<file path="src/rtl/riot_io_timer.sv">
`default_nettype none
// ============================================================================
// Module      : riot_io_timer
// Description : RRIOT-style parallel I/O ports with per-port data/direction
//               registers, a prescaled interval timer and a port-0 MSB edge
//               detector, both able to raise an active-low interrupt.
// Revision    : 1.0 - initial release
// ============================================================================
module riot_io_timer #(
    parameter int NPORTS = 2,
    parameter int WIDTH  = 8
) (
    input  logic                    phi2,
    input  logic                    rst,
    input  logic                    cs,
    input  logic                    we_n,
    input  logic [4:0]              addr,
    input  logic [WIDTH-1:0]        di,
    // "do" is a SystemVerilog keyword, hence dout for the read-data bus
    output logic [WIDTH-1:0]        dout,
    output logic                    oe,
    input  logic [NPORTS*WIDTH-1:0] pai,
    output logic [NPORTS*WIDTH-1:0] pao,
    output logic [NPORTS*WIDTH-1:0] ddr,
    output logic                    irq_n
);

    localparam int                 c_PRE_W   = 10;
    localparam logic [WIDTH-1:0]   c_CNT_ONE = WIDTH'(1);
    localparam logic [c_PRE_W-1:0] c_PRE_ONE = c_PRE_W'(1);

    // Reload value (divide ratio minus one) for each prescaler select.
    function automatic logic [c_PRE_W-1:0] f_pre_reload(input logic [1:0] sel);
        logic [c_PRE_W-1:0] v;
        case (sel)
            2'b00:   v = c_PRE_W'(0);
            2'b01:   v = c_PRE_W'(7);
            2'b10:   v = c_PRE_W'(63);
            default: v = c_PRE_W'(1023);
        endcase
        return v;
    endfunction

    logic               w_wr;
    logic               w_rd;
    logic [2:0]         w_port;
    logic               w_port_wr;
    logic               w_tmr_wr;
    logic               w_tmr_rd;
    logic               w_ctl_wr;
    logic               w_sts_rd;
    logic               w_tick;
    logic               w_underflow;
    logic               w_cur;
    logic               w_edge;
    logic [WIDTH-1:0]   w_port_rdata;
    logic [WIDTH-1:0]   w_status;

    logic [WIDTH-1:0]   r_count;
    logic [c_PRE_W-1:0] r_pre;
    logic [1:0]         r_psel;
    logic               r_tie;
    logic               r_eie;
    logic               r_epol;
    logic               r_tflag;
    logic               r_eflag;
    logic               r_run;
    logic               r_prev;
    logic               r_irq_n;

    // ------------------------------------------------------------------------
    // Bus decode
    // ------------------------------------------------------------------------
    assign w_wr      = cs & ~we_n;
    assign w_rd      = cs & we_n;
    assign oe        = w_rd;
    assign w_port    = addr[3:1];
    assign w_port_wr = w_wr & ~addr[4];
    assign w_tmr_wr  = w_wr & addr[4] & ~addr[2];
    assign w_tmr_rd  = w_rd & addr[4] & ~addr[2];
    assign w_ctl_wr  = w_wr & addr[4] & addr[2];
    assign w_sts_rd  = w_rd & addr[4] & addr[2];

    // ------------------------------------------------------------------------
    // Port registers; unimplemented port numbers never match a slot
    // ------------------------------------------------------------------------
    genvar gp;
    generate
        for (gp = 0; gp < NPORTS; gp++) begin : g_port
            logic [WIDTH-1:0] r_pao;
            logic [WIDTH-1:0] r_ddr;

            always_ff @(posedge phi2) begin
                if (rst) begin
                    r_pao <= '0;
                    r_ddr <= '0;
                end else if (w_port_wr && (w_port == 3'(gp))) begin
                    if (addr[0]) begin
                        r_ddr <= di;
                    end else begin
                        r_pao <= di;
                    end
                end
            end

            assign pao[gp*WIDTH +: WIDTH] = r_pao;
            assign ddr[gp*WIDTH +: WIDTH] = r_ddr;
        end
    endgenerate

    always_comb begin
        w_port_rdata = '0;
        for (int p = 0; p < NPORTS; p++) begin
            if (w_port == 3'(p)) begin
                if (addr[0]) begin
                    w_port_rdata = ddr[p*WIDTH +: WIDTH];
                end else begin
                    w_port_rdata = (pao[p*WIDTH +: WIDTH] &  ddr[p*WIDTH +: WIDTH])
                                 | (pai[p*WIDTH +: WIDTH] & ~ddr[p*WIDTH +: WIDTH]);
                end
            end
        end
    end

    assign w_status = {r_tflag, r_eflag, {(WIDTH-2){1'b0}}};

    always_comb begin
        if (!addr[4]) begin
            dout = w_port_rdata;
        end else if (!addr[2]) begin
            dout = r_count;
        end else begin
            dout = w_status;
        end
    end

    // ------------------------------------------------------------------------
    // Interval timer
    // ------------------------------------------------------------------------
    assign w_tick      = r_run & (r_pre == '0);
    assign w_underflow = w_tick & (r_count == '0);

    always_ff @(posedge phi2) begin
        if (rst) begin
            r_count <= '0;
            r_pre   <= '0;
            r_psel  <= '0;
            r_tie   <= 1'b0;
            r_tflag <= 1'b0;
            r_run   <= 1'b0;
        end else if (w_tmr_wr) begin
            // A load overrides any underflow happening in the same cycle.
            r_count <= di;
            r_psel  <= addr[1:0];
            r_tie   <= addr[3];
            r_pre   <= f_pre_reload(addr[1:0]);
            r_tflag <= 1'b0;
            r_run   <= 1'b1;
        end else begin
            if (w_tmr_rd) begin
                r_tie <= addr[3];
            end
            if (w_tick) begin
                r_count <= r_count - c_CNT_ONE;
                // Once flagged, the count keeps stepping at the input clock rate.
                r_pre   <= (r_tflag || w_underflow) ? '0 : f_pre_reload(r_psel);
            end else if (r_run) begin
                r_pre <= r_pre - c_PRE_ONE;
            end
            if (w_underflow) begin
                r_tflag <= 1'b1;
            end else if (w_tmr_rd) begin
                r_tflag <= 1'b0;
            end
        end
    end

    // ------------------------------------------------------------------------
    // Edge detector and interrupt output
    // ------------------------------------------------------------------------
    assign w_cur  = pai[WIDTH-1];
    assign w_edge = r_epol ? (~r_prev & w_cur) : (r_prev & ~w_cur);

    always_ff @(posedge phi2) begin
        // Tracking the pin through reset prevents a false edge at release.
        r_prev <= w_cur;
        if (rst) begin
            r_epol  <= 1'b0;
            r_eie   <= 1'b0;
            r_eflag <= 1'b0;
            r_irq_n <= 1'b1;
        end else begin
            if (w_ctl_wr) begin
                r_epol <= addr[0];
                r_eie  <= addr[1];
            end
            if (w_edge) begin
                r_eflag <= 1'b1;
            end else if (w_sts_rd) begin
                r_eflag <= 1'b0;
            end
            r_irq_n <= ~((r_tflag & r_tie) | (r_eflag & r_eie));
        end
    end

    assign irq_n = r_irq_n;

endmodule
`default_nettype wire

</file>
<file path="config.mk">
export PLATFORM = sky130hd
export DESIGN_NAME = riot_io_timer
export DESIGN_NICKNAME = d
export VERILOG_FILES = /design/src/rtl/riot_io_timer.sv
export SDC_FILE = /design/constraint.sdc
export NUM_CORES = 1
export LEC_CHECK = 0
export ABC_AREA = 1
export ABC_CLOCK_PERIOD_IN_PS = 1950
export CAP_MARGIN = 10
export CORE_UTILIZATION = 45
export CTS_CLUSTER_DIAMETER = 80
export DETAILED_ROUTE_END_ITERATION = 12
export HOLD_SLACK_MARGIN = 0.08
export PLACE_DENSITY = 0.73
export SLEW_MARGIN = 20
export SYNTH_ARGS = -nofsm -noshare
export SYNTH_HDL_FRONTEND = slang
export SYNTH_SLANG_ARGS = --single-unit
</file>
<file path="constraint.sdc">
create_clock -name phi2 -period 1.95 [get_ports phi2]
set_input_delay 0.2925 -clock phi2 [delete_from_list [all_inputs] [get_ports phi2]]
set_output_delay 0.2925 -clock phi2 [all_outputs]
set_load 0.01 [all_outputs]
</file>
### After elaboration in Yosys (flattened, before gate mapping)

Cells that the tools add are included.

| word-level totals | value |
|---|---|
| memories | 0 |
| register bits after elaboration | 60 |
| output and inout port bits | 42 |
| input port bits | 33 |
| logic and storage cells | 92 |
| ROM bits | 0 |
| bits in writable memories | 0 |
| latch bits | 0 |

| operators by class | value |
|---|---|
| bitwise gates (word level) | 31 |
| multiply operators | 0 |
| div/mod/pow operators | 0 |
| $lt $le $gt $ge | 0 |
| equality and inequality tests | 5 |
| reduce and logical (&&, ||, !) cells | 18 |
| $add $sub $neg | 2 |
| mux-type cells | 21 |
| shift operators | 0 |

Operators by type and width:

| cell | number |
|---|---|
| $mux W8 | 8 |
| $pmux W10 S3 | 2 |
| $mux W10 | 4 |
| $and A8 B8 Y8 | 4 |
| $not A8 Y8 | 2 |
| $or A8 B8 Y8 | 2 |
| $and A1 B1 Y1 | 15 |
| $logic_not A10 Y1 | 1 |
| $sub A10 B1 Y10 const B | 1 |
| $logic_not A8 Y1 | 1 |
| $reduce_and A2 Y1 | 4 |
| $reduce_bool A2 Y1 | 4 |
| $sub A8 B1 Y8 const B | 1 |
| $mux W1 | 7 |
| $not A1 Y1 | 7 |
| $eq A2 B1 Y1 const B | 2 |
| $eq A2 B2 Y1 const B | 2 |
| $logic_not A2 Y1 | 2 |
| $eq A3 B1 Y1 const B | 1 |
| $logic_not A3 Y1 | 1 |
| $reduce_bool A3 Y1 | 1 |
| $logic_and A1 B1 Y1 | 2 |
| $reduce_or A2 Y1 | 1 |
| $logic_or A1 B1 Y1 | 1 |
| $or A1 B1 Y1 | 1 |

### Longest topological paths before layout

Gate-level depths: netlist of the first run.

| logic depth | value |
|---|---|
| word-level depth | 7 |
| depth in mapped cells | 11 |
| depth with buffers taken out | 11 |

### Worst setup path after synthesis of the first run

Ideal clock, no wire load.

| path | value |
|---|---|
| path kind | register -> register |
| from | reg r_pre[0] |
| to | reg r_pre[9] |
| required time | 1.833 ns |
| path slack | 0.452 ns |
| buffers on the path | 0 |
| cell stages (with the launch flop) | 12 |
| clock period less this slack | 1.498 ns |
| arrival time | 1.381 ns |
| setup time | 0.117 ns |
| cells stage by stage | dfxtp_1 > inv_1 > ha_1 > nand2_4 > nor2_8 > nand2_8 > nand2_4 > inv_2 > nand3_1 > nand2_1 > nor2_1 > nor2_1 |

| on the way | value |
|---|---|
| word-level cells in the longest chain between the ends | 7 |
| elaborated cells between the ends (all ways) | 10 |
| those cells by class | add/sub (1); mux (4); bitwise (2); reduce/logical (3) |

Ends and longest elaborated chain:

| element | RTL line | source |
|---|---|---|
| from (decl) | 60 | `logic [c_PRE_W-1:0] r_pre;` |
| from (signal assigned) | 156 | `r_pre <= f_pre_reload(addr[1:0]);` |
| from (signal assigned) | 166 | `r_pre <= (r_tflag \|\| w_underflow) ? '0 : f_pre_reload(r_psel);` |
| from (signal assigned) | 168 | `r_pre <= r_pre - c_PRE_ONE;` |
| branches (longest 7 deep; another with $sub A10 B1 Y10) | -- |  |

Parallel ways; which one is timed is not known. The select of a mux whose other input is x is not followed.
A chain may end at the register's enable or synchronous reset.

### Worst setup path after layout of the first run

| path | value |
|---|---|
| from | in we_n |
| to | out oe |

| on the way | value |
|---|---|
| word-level cells in the longest chain between the ends | 1 |

Ends and longest elaborated chain:

| element | RTL line | source |
|---|---|---|
| from (decl) | 16 | `input logic we_n,` |
| $and A1 B1 Y1 | 75 | `assign w_rd = cs & we_n;` |
| to (decl) | 21 | `output logic oe,` |

No other way between the ends.

==> results.md, run 1 <==
* Post-Syn Nets at 519
* Status: finished clean
* Clk sinks at 60
* Max Root-Sink Buffers at 2
* Worst EP arrival at 1.59 ns
* Final core occ at 66.5%
* Routed WL at 10200 um
* Port-buffer cells at 74
* Post-synthesis sequential area ratio at 35.8%
* Die Wd at 88.4 um
* Multi-input gate area at 1890 sq um
* Vias in the first global route at 3521
* H-tree Lvls at 3
* CP endpoint kind: output port
* Final total power at 3.14 mW
* Placed cell areas at 4430 sq um
* Post-DR wirelength/cell at 14.4 um
* Die height at 88.4 um
* Grt total ovfl at 0
* Main area contributors after synthesis: dfxtp_1 (36%), nand2_1 (11%), inv_1 (6.8%), a21oi_1 (6.6%), nor2_1 (6.0%)
* Via count at 3718
* Most frequent cells in the layout: nand2_1 (95), clkdlybuf4s50_1 (62), inv_1 (61)
* Synthesized area at 3360 sq um
* HPWL after detailed placement at 7490 um
* Hold Buf Count CTS at 0
* Worst-path fanout max at 4
* Slowest CP cell: clkdlybuf4s50_1
* Fillers at 632
* Drt pass-1 iters at 5
* Global-route wire length before repair at 16300 um
* Via density at 5.26
* Final Cycle Share at 96.7%
* GRT Overall Usage at 27.5%
* CP dominant cell by count: clkdlybuf4s50_1
* Top-area cell type share of the netlist area at 35.8%
* Hold WS at 0.450 ns
* Die area at 7810 sq um
* Crit path cell chain: clkdlybuf4s50_1 > nand2_1 > inv_1 > clkdlybuf4s50_1
* Distinct cells, synth at 38
* Area of the core at 7210 sq um
* Normalized max-slew margin at 69.7%
* Largest net degree at the start of global routing at 27
* Maximum VDD drop at 0.000559 V
* Detail Route Antenna Nets at 0
* Max-cap violations at 0
* Initial core utilization at 46.5%
* Synth area leader: dfxtp_1
* Largest stage delay, worst path at 0.60 ns
* Worst Hold Class: flip-flop to flip-flop
* P&R area growth vs syn at 42.8%
* Ant. Diodes at 0
* Num CTS Buffers at 9
* Setup CP Type: primary input to output port
* Drt initial violations at 184
* DRC at 0
* TritonCTS clock tree: yes
* Post-Syn Instances at 483
* Maximum clock rate at 530 MHz
* Final hold vios at 0
* Share of cells above drive strength 1 at 19.7%
* Skew final at 0.00527 ns
* Root Buffer: clkbuf_8
* RSZ-0062 raised after global routing: yes
* Worst Setup Start Kind: primary input
* Crit path required time at 1.66 ns
* Placement Rows at 31
* Pwr Density at 654 nW/um^2
* Mapped Avg Cell Area at 6.95 sq um
* Boundary Pins at 75
* Skew-Pair Late Insertion Delay at 0.34 ns
* Slew Limit Fails at 0
* Leakage at 2.06 nW
* Synthesis-stage register bit count at 60
* Register Area at 1200 sq um
* GPL Wtd Cong at 0.974
* Fin crit period at 1.89 ns
* Final Cell Area at 4790 sq um
* Worst-Margin Slew at 0.451 ns
* Clock slew at reported path FFs at 0.07 ns
* Initial antenna violation count at 0
* Nets at 639
* Yosys warns at 0
* # setup viols final at 0
* Commonest non-fill, non-tap cell in the layout: nand2_1
==> metrics by stage <==
step / worst slack (ns) / TNS [ns] / cells
after floorplan: 0.452 / 0 / 483
after global placement: -0.411 / -4.41 / 679
after detailed placement: -0.440 / -5.19 / 679
after CTS: 0.0482 / 0 / 706
after global routing: -0.0117 / -0.0117 / 707
final: 0.0641 / 0 / 707
==> state kept, by name, summed over array words and instances (netlist names) <==
register and cells:
r_epol 1, r_eie 1, g_port.r_pao 16, r_psel 2
r_tflag 1, r_tie 1, irq_n 1, r_eflag 1
r_pre 10, r_prev 1, r_run 1, r_count 8
g_port.r_ddr 16
==> metal layers <==
metal / GRT usage (%) / vias up / part of all wire [%] / wire length, um
met2: 48.2 / 146 / 48 / 4890
met5: 0 / - / 0 / 0
met4: 15.5 / 0 / 3.7 / 380
li1: - / 1834 / - / -
met3: 4.94 / 35 / 5.9 / 602
met1: 31.5 / 1703 / 42 / 4290
==> timing repair <==
| action | 4_1_cts | 5_1_grt |
|---|---|---|
| buffers inserted | 11 | 1 |
| setup endpoints to repair | 8 | 2 |
| gates resized for setup | 52 | 2 |
| pin swaps | 9 | 2 |
==> final cells by class <==
cell class                      count  share of cell area, %
Sequential cell                    60                   25.1
Inverter                           71                   5.64
Multi-Input combinational cell    340                   39.5
Clock inverter                      5                   1.57
Clock buffer                       11                   2.95
Timing Repair Buffer              121                   22.7
Tap cell                           99                   2.58
==> Yosys cell counts (all sizes together) <==
cell type / count
a21oi: 48
buf: 5
nand2: 105
nor2: 63
a31oi: 12
clkbuf: 7
a221oi: 1
ha: 3
nand3: 24
xor2: 3
or2: 1
o22ai: 1
nand4: 4
o21a: 1
xnor2: 1
a22oi: 3
o21ai: 48
o31ai: 1
nor3: 14
clkinv: 1
inv: 70
dfxtp: 60
o32ai: 7
==> where the power goes <==
part / internal [mW] / switching [mW]
Clock: 0.748 / 0.491
Combinational: 0.267 / 0.340
Sequential: 1.26 / 0.0298
==> worst paths after layout <==
kind / startpoint / to / slack [ns] / cells past startpoint
worst max-delay path: we_n / oe / 0.06 / 4
worst min-delay path: r_tie / r_tie / 0.45 / 2
worst max register to register: r_pre[0] / r_pre[6] / 0.18 / 11
worst min register to register: r_tie / r_tie / 0.45 / 2
==> critical path, delay by kind of cell <==
family,cells,cell delay (ns)
buf+inv,3,1.22
simple gates,1,0.08
==> cell families after synthesis <==
kind of cell	count (synthesis)	synth area share, %
flip-flops	60	35.8
AO/OA/AOI/OAI	122	20.6
XOR/XNOR	4	1.04
adder cells (fa/ha/maj)	3	1.12
buffers and inverters	83	10.1
AND/OR/NAND/NOR	211	31.4
(Power assumes the default switching activity.)
==> inputs of run 2 (changes only) <==
CORE_MARGIN = 10   (was not set)
SKIP_LAST_GASP = 1   (was not set)
==> run 2 against run 1 <==
  * Clock power increased by 14%
  * Sequential power barely moved
  * Largest cell class unchanged
  * Sequential share of layout area decreased by 0.14 points
  * Flip-flop and latch count stayed put
  * Design area increased by 0.57%
  * Maximum frequency decreased by 1.3%
  * Non-clock buffer count shrank 3
  * Routed wire length rose by 5.4%
  * Register-to-register slack better by 0.03 ns
  * Via count is 1.8% lower
  * Global-route usage decreased by 8.3 points
==> results.md, run 2 (synthesis results as in run 1) <==
* Status: finished clean
* Worst EP arrival at 1.62 ns (+0.03 ns)
* Worst Hold Class: flip-flop to flip-flop
* Die height at 106 um (+20%)
* Final Cell Area at 4820 sq um (+0.57%)
* FF-to-FF path depth at 11 (unchanged)
* Normalized max-slew margin at 66.1% (-3.6 points)
* Hold Buf Count CTS at 0 (unchanged)
* GPL Wtd Cong at 0.902 (-7.4%)
* Detail Route Antenna Nets at 0 (unchanged)
* Die area at 11300 sq um (+45%)
* Commonest non-fill, non-tap cell in the layout: nand2_1
* Maximum clock rate at 524 MHz (-1.3%)
* Drt pass-1 iters at 5 (unchanged)
* P&R area growth vs syn at 43.6%
* Clock slew at reported path FFs at 0.06 ns (about the same)
* Num CTS Buffers at 9 (unchanged)
* Placement Rows at 31 (unchanged)
* Leakage at 2.07 nW (+0.39%)
* Grt total ovfl at 0 (unchanged)
* Final Cycle Share at 98.0% (+1.2 points)
* Maximum VDD drop at 0.000426 V (-24%)
* CP endpoint kind: output port
* Boundary Pins at 75 (unchanged)
* Final core occ at 66.5% (about the same)
* Ant. Diodes at 0 (unchanged)
* Clk sinks at 60 (unchanged)
* Pwr Density at 686 nW/um^2 (+4.9%)
* Final total power at 3.31 mW (+5.5%)
* Final worst slack at 0.0399 ns (-0.0242 ns)
* WHS Path Cells at 2 (unchanged)
* Skew final at 0.00839 ns (+0.00313 ns)
* Worst-path fanout max at 10 (+6)
* TritonCTS clock tree: yes
* Via count at 3652 (-1.8%)
* Routed WL at 10700 um (+5.4%)
* Fin crit period at 1.91 ns (+0.0242 ns)
* Max-cap violations at 0 (unchanged)
* Port-buffer cells at 74 (unchanged)
* # placed instances at 679 (unchanged)
* Non-Filler Instances at 704 (-0.42%)
* H-tree Lvls at 3 (unchanged)
* Largest net degree at the start of global routing at 27 (unchanged)
* Final hold vios at 0 (unchanged)
* HPWL after detailed placement at 8070 um (+7.8%)
* GRT Overall Usage at 19.2% (-8.3 points)
* Drt initial violations at 182 (-1.1%)
* Max Root-Sink Buffers at 2 (unchanged)
* Initial antenna violation count at 0 (unchanged)
* Post-DR wirelength/cell at 15.2 um (+5.9%)
* Vias in the first global route at 3601 (+2.3%)
* Die Wd at 106 um (+20%)
* Area of the core at 7250 sq um (+0.54%)
* Placed cell areas at 4440 sq um (+0.28%)
* Crit path required time at 1.66 ns (about the same)
* Initial core utilization at 46.3% (-0.25 points)
* Slew Limit Fails at 0 (unchanged)
* Worst Setup Start Kind: primary input
* Via density at 5.19 (-1.4%)
* Most frequent cells in the layout: nand2_1 (95), clkdlybuf4s50_1 (62), inv_1 (60), dfxtp_1 (60), nor2_1 (53)
* Share of cells above drive strength 1 at 19.5% (-0.23 points)
* DP Worst Slack at -0.458 ns (-0.0173 ns)
* Global-route wire length before repair at 17800 um (+9.1%)
* Skew-Pair Late Insertion Delay at 0.34 ns (about the same)
* Root Buffer: clkbuf_8
* Worst-Margin Slew at 0.505 ns (+0.0534 ns)
* Nets at 636 (-0.47%)
* # setup viols final at 0 (unchanged)
* Setup CP Type: primary input to output port
* Largest regs: g_port.r_ddr: 16 flops, g_port.r_pao: 16 flops, r_pre: 10 flops
* DRC at 0 (unchanged)
==> run 2: final timing paths <==
| kind | endpoint | from | slack [ns] |
|---|---|---|---|
| max | dout[5] | addr[0] | 0.04 |
| min | r_tie | r_tie | 0.46 |
| max reg2reg | r_pre[6] | r_pre[0] | 0.21 |
| min reg2reg | r_tie | r_tie | 0.46 |
==> run 2: per-layer routing <==
metal | vias to the layer above | wire length [um] | track usage [%]
li1 | 1819 | - | -
met1 | 1676 | 4590 | 23.0
met2 | 135 | 5160 | 31.9
met3 | 22 | 710 | 4.65
met4 | 0 | 257 | 8.22
met5 | - | 0 | 0
==> run 2: timing repair <==
item / CTS / global route
pin swaps: 16 / 2
endpoints found under the hold margin: 0 / 0
gates resized for setup: 52 / 3
setup buffers: 9 / 0
setup endpoints to repair: 8 / 7
cloned: 0 / 0
==> run 2: final cells by class <==
cell class	count	area [sq um]
clock buffers	12	155
clock inverters	4	95.1
fillers	607	2430
inverters	71	270
well taps	99	124
flip-flops and latches	60	1200
repair buffers	118	1090
multi-input cells	340	1890
==> run 2: through the flow <==
stage	TNS (ns)	hold slack, ns
6_report	0	0.460
4_1_cts	0	0.459
3_5_place_dp	-5.07	0.450
5_1_grt	-0.0108	0.474
2_1_floorplan	0	0.320
3_3_place_gp	-4.17	0.437
==> run 2: power breakdown <==
part           switching [mW]  internal, mW
Clock                   0.497         0.917
Combinational           0.339         0.266
Sequential             0.0290          1.26
==> run 2: worst max-delay path: stages <==
cell and delay (ns):
dlygate4sd2_1 0.26, buf_6 0.15, buf_4 0.16, nor2_2 0.09, nor2_1 0.05, a31oi_1 0.20
o32ai_2 0.13, nand2_1 0.08, nand2_1 0.07, buf_2 0.14
==> inputs of run 3 (changes only) <==
CORE_ASPECT_RATIO = 1.5   (was not set)
==> run 3 against run 2 <==
  * Via count hardly changed
  * Clock-buffer cell count decreased by 1
  * Die area rose by 0.63%
  * Combinational power is 1% lower
  * Utilization is 1.7 points lower
  * Critical path depth fell by 5
  * Largest power group is now sequential cells
==> results.md, run 3 (synthesis results as in run 1) <==
* Final hold vios at 0 (unchanged)
* Maximum clock rate at 529 MHz (+1.1%)
* Reg2reg setup slack at 0.17 ns (-0.04 ns)
* Hold Buf Count CTS at 0 (unchanged)
* Reg2reg end: r_pre[9]
* Drt pass-1 iters at 4 (-1)
* Setup CP Type: primary input to output port
* Hold path startpoint: r_tie
* Root Buffer: clkbuf_8
* Slew Limit Fails at 0 (unchanged)
* Initial antenna violation count at 0 (unchanged)
* Boundary Pins at 75 (unchanged)
* Die height at 126 um (+18%)
* Worst Setup Start Kind: primary input
* Num CTS Buffers at 9 (unchanged)
* Final Cell Area at 4710 sq um (-2.3%)
* Vias in the first global route at 3533 (-1.9%)
* Clock slew at reported path FFs at 0.06 ns (about the same)
* Ant. Diodes at 0 (unchanged)
* Post-DR wirelength/cell at 15.3 um (+0.38%)
* Worst-Margin Slew at 0.442 ns (-0.0624 ns)
* Crit path cell chain: clkdlybuf4s50_1 > buf_4 > nand2_1 > inv_1 > clkdlybuf4s50_1
* Largest stage delay, worst path at 0.54 ns (+0.28 ns)
* Area of the core at 7270 sq um (+0.29%)
* DRC at 0 (unchanged)
* TritonCTS clock tree: yes
* Grt total ovfl at 0 (unchanged)
* Final Cycle Share at 96.9% (-1.1 points)
* Skew final at 0.00792 ns (-0.000477 ns)
* Drt initial violations at 176 (-3.3%)
* Initial core utilization at 46.2% (-0.14 points)
* Placement Rows at 38 (+23%)
* Normalized max-slew margin at 70.3% (+4.2 points)
* Nets at 629 (-1.1%)
* # placed instances at 680 (+0.15%)
* Die Wd at 90.5 um (-15%)
* Clk sinks at 60 (unchanged)
* Routed WL at 10700 um (-0.48%)
* HPWL after detailed placement at 8100 um (+0.35%)
* Status: finished clean
* Port-buffer cells at 74 (unchanged)
* Placed cell areas at 4470 sq um (+0.59%)
* Fillers at 649 (+6.9%)
* Non-Filler Instances at 698 (-0.85%)
* Final core occ at 64.8% (-1.7 points)
* Largest net degree at the start of global routing at 27 (unchanged)
* Fin crit period at 1.89 ns (-0.0210 ns)
* Max Root-Sink Buffers at 2 (unchanged)
* Max-cap violations at 0 (unchanged)
* GRT Overall Usage at 18.1% (-1.1 points)
* DP Worst Slack at -0.452 ns (+0.00527 ns)
* Die area at 11400 sq um (+0.63%)
* Pwr Density at 646 nW/um^2 (-5.9%)
* RSZ-0062 raised after global routing: no
* Leakage at 2.00 nW (-3.5%)
* Share of cells above drive strength 1 at 17.9% (-1.6 points)
* Hold Path End: r_tie
* Global-route wire length before repair at 17000 um (-4.5%)
* WHS Path Cells at 2 (unchanged)
* Final worst slack at 0.0608 ns (+0.0210 ns)
* Via density at 5.24 (+0.94%)
* Maximum VDD drop at 0.000508 V (+19%)
* GPL Wtd Cong at 0.887 (-1.6%)
* P&R area growth vs syn at 40.4%
* Worst EP arrival at 1.60 ns (-0.02 ns)
* Largest regs: g_port.r_ddr: 16 flops, g_port.r_pao: 16 flops, r_pre: 10 flops
* Worst Hold Class: flip-flop to flip-flop
* Crit path required time at 1.66 ns (about the same)
* Skew-Pair Late Insertion Delay at 0.35 ns (about the same)
* CP dominant cell by count: clkdlybuf4s50_1
* FF-to-FF path depth at 11 (unchanged)
* Commonest non-fill, non-tap cell in the layout: nand2_1
* Worst-path fanout max at 2 (-8)
* Most frequent cells in the layout: nand2_1 (95), clkdlybuf4s50_1 (62), dfxtp_1 (60)
* Final total power at 3.04 mW (-8.0%)
* R2R Path Start: r_pre[0]
* Detail Route Antenna Nets at 0 (unchanged)
* # setup viols final at 0 (unchanged)
* Slowest CP cell: clkdlybuf4s50_1
* H-tree Lvls at 3 (unchanged)
* CP endpoint kind: output port
* Via count at 3655 (+0.082%)
[run 3: changes by cell type in the layout (fill, tap and decap cells not counted), sizes merged]
| cell | before | now |
|---|---|---|
| clkinv | 2 | 5 |
| dlygate4sd2 | 3 | 4 |
| buf | 51 | 38 |
| dlymetal6s2s | 1 | 0 |
| bufinv | 3 | 1 |
| clkdlybuf4s15 | 1 | 5 |
| nand2 | 105 | 106 |
[run 3: timing repair]
action | CTS | global route
gates resized for setup | 39 | 2
gates cloned | 1 | 0
buffers inserted | 1 | 0
endpoints found under the setup margin | 8 | 1
pin swaps | 2 | 0
[run 3: cell type report]
type / count / area (sq um) / share of cell area (%)
Multi-Input combinational cell: 341 / 1860 / 39.4
Tap cell: 100 / 125 / 2.65
Sequential cell: 60 / 1200 / 25.5
Clock inverter: 5 / 50.0 / 1.06
Timing Repair Buffer: 110 / 1060 / 22.4
Clock buffer: 11 / 151 / 3.21
Inverter: 71 / 270 / 5.73
[run 3: worst max-delay path, delay by kind of cell]
kind	cells	cell delay, ns
buffers and inverters	4	1.27
and+or+nand+nor	1	0.04
[run 3: layer usage]
| layer | global-route usage [%] | up-vias | routed length, um |
|---|---|---|---|
| li1 | - | 1811 | - |
| met5 | 0 | - | 0 |
| met2 | 34.2 | 119 | 5750 |
| met3 | 4.04 | 18 | 538 |
| met1 | 18.7 | 1707 | 4180 |
| met4 | 6.67 | 0 | 191 |
[run 3: through the flow]
step / setup TNS [ns] / hold slack [ns]
3_3_place_gp: -6.37 / 0.440
5_1_grt: 0 / 0.490
6_report: 0 / 0.467
2_1_floorplan: 0 / 0.320
4_1_cts: 0 / 0.472
3_5_place_dp: -6.84 / 0.463
[run 3: report_power, final]
group          internal [mW]  switching [mW]
Sequential              1.26          0.0284
Clock                  0.650           0.506
Combinational          0.260           0.339
Total                   2.17           0.874
[run 3: worst max-delay path by stage]
stage	start	end	slack (ns)	cells after the start
after floorplan	r_pre[0]	r_pre[9]	0.45	11
after global placement	addr[1]	dout[1]	-0.44	8
after detailed placement	addr[1]	dout[6]	-0.45	8
after CTS	pai[7]	dout[7]	0.03	8
after global routing	cs	oe	0.01	5
final	cs	oe	0.06	5
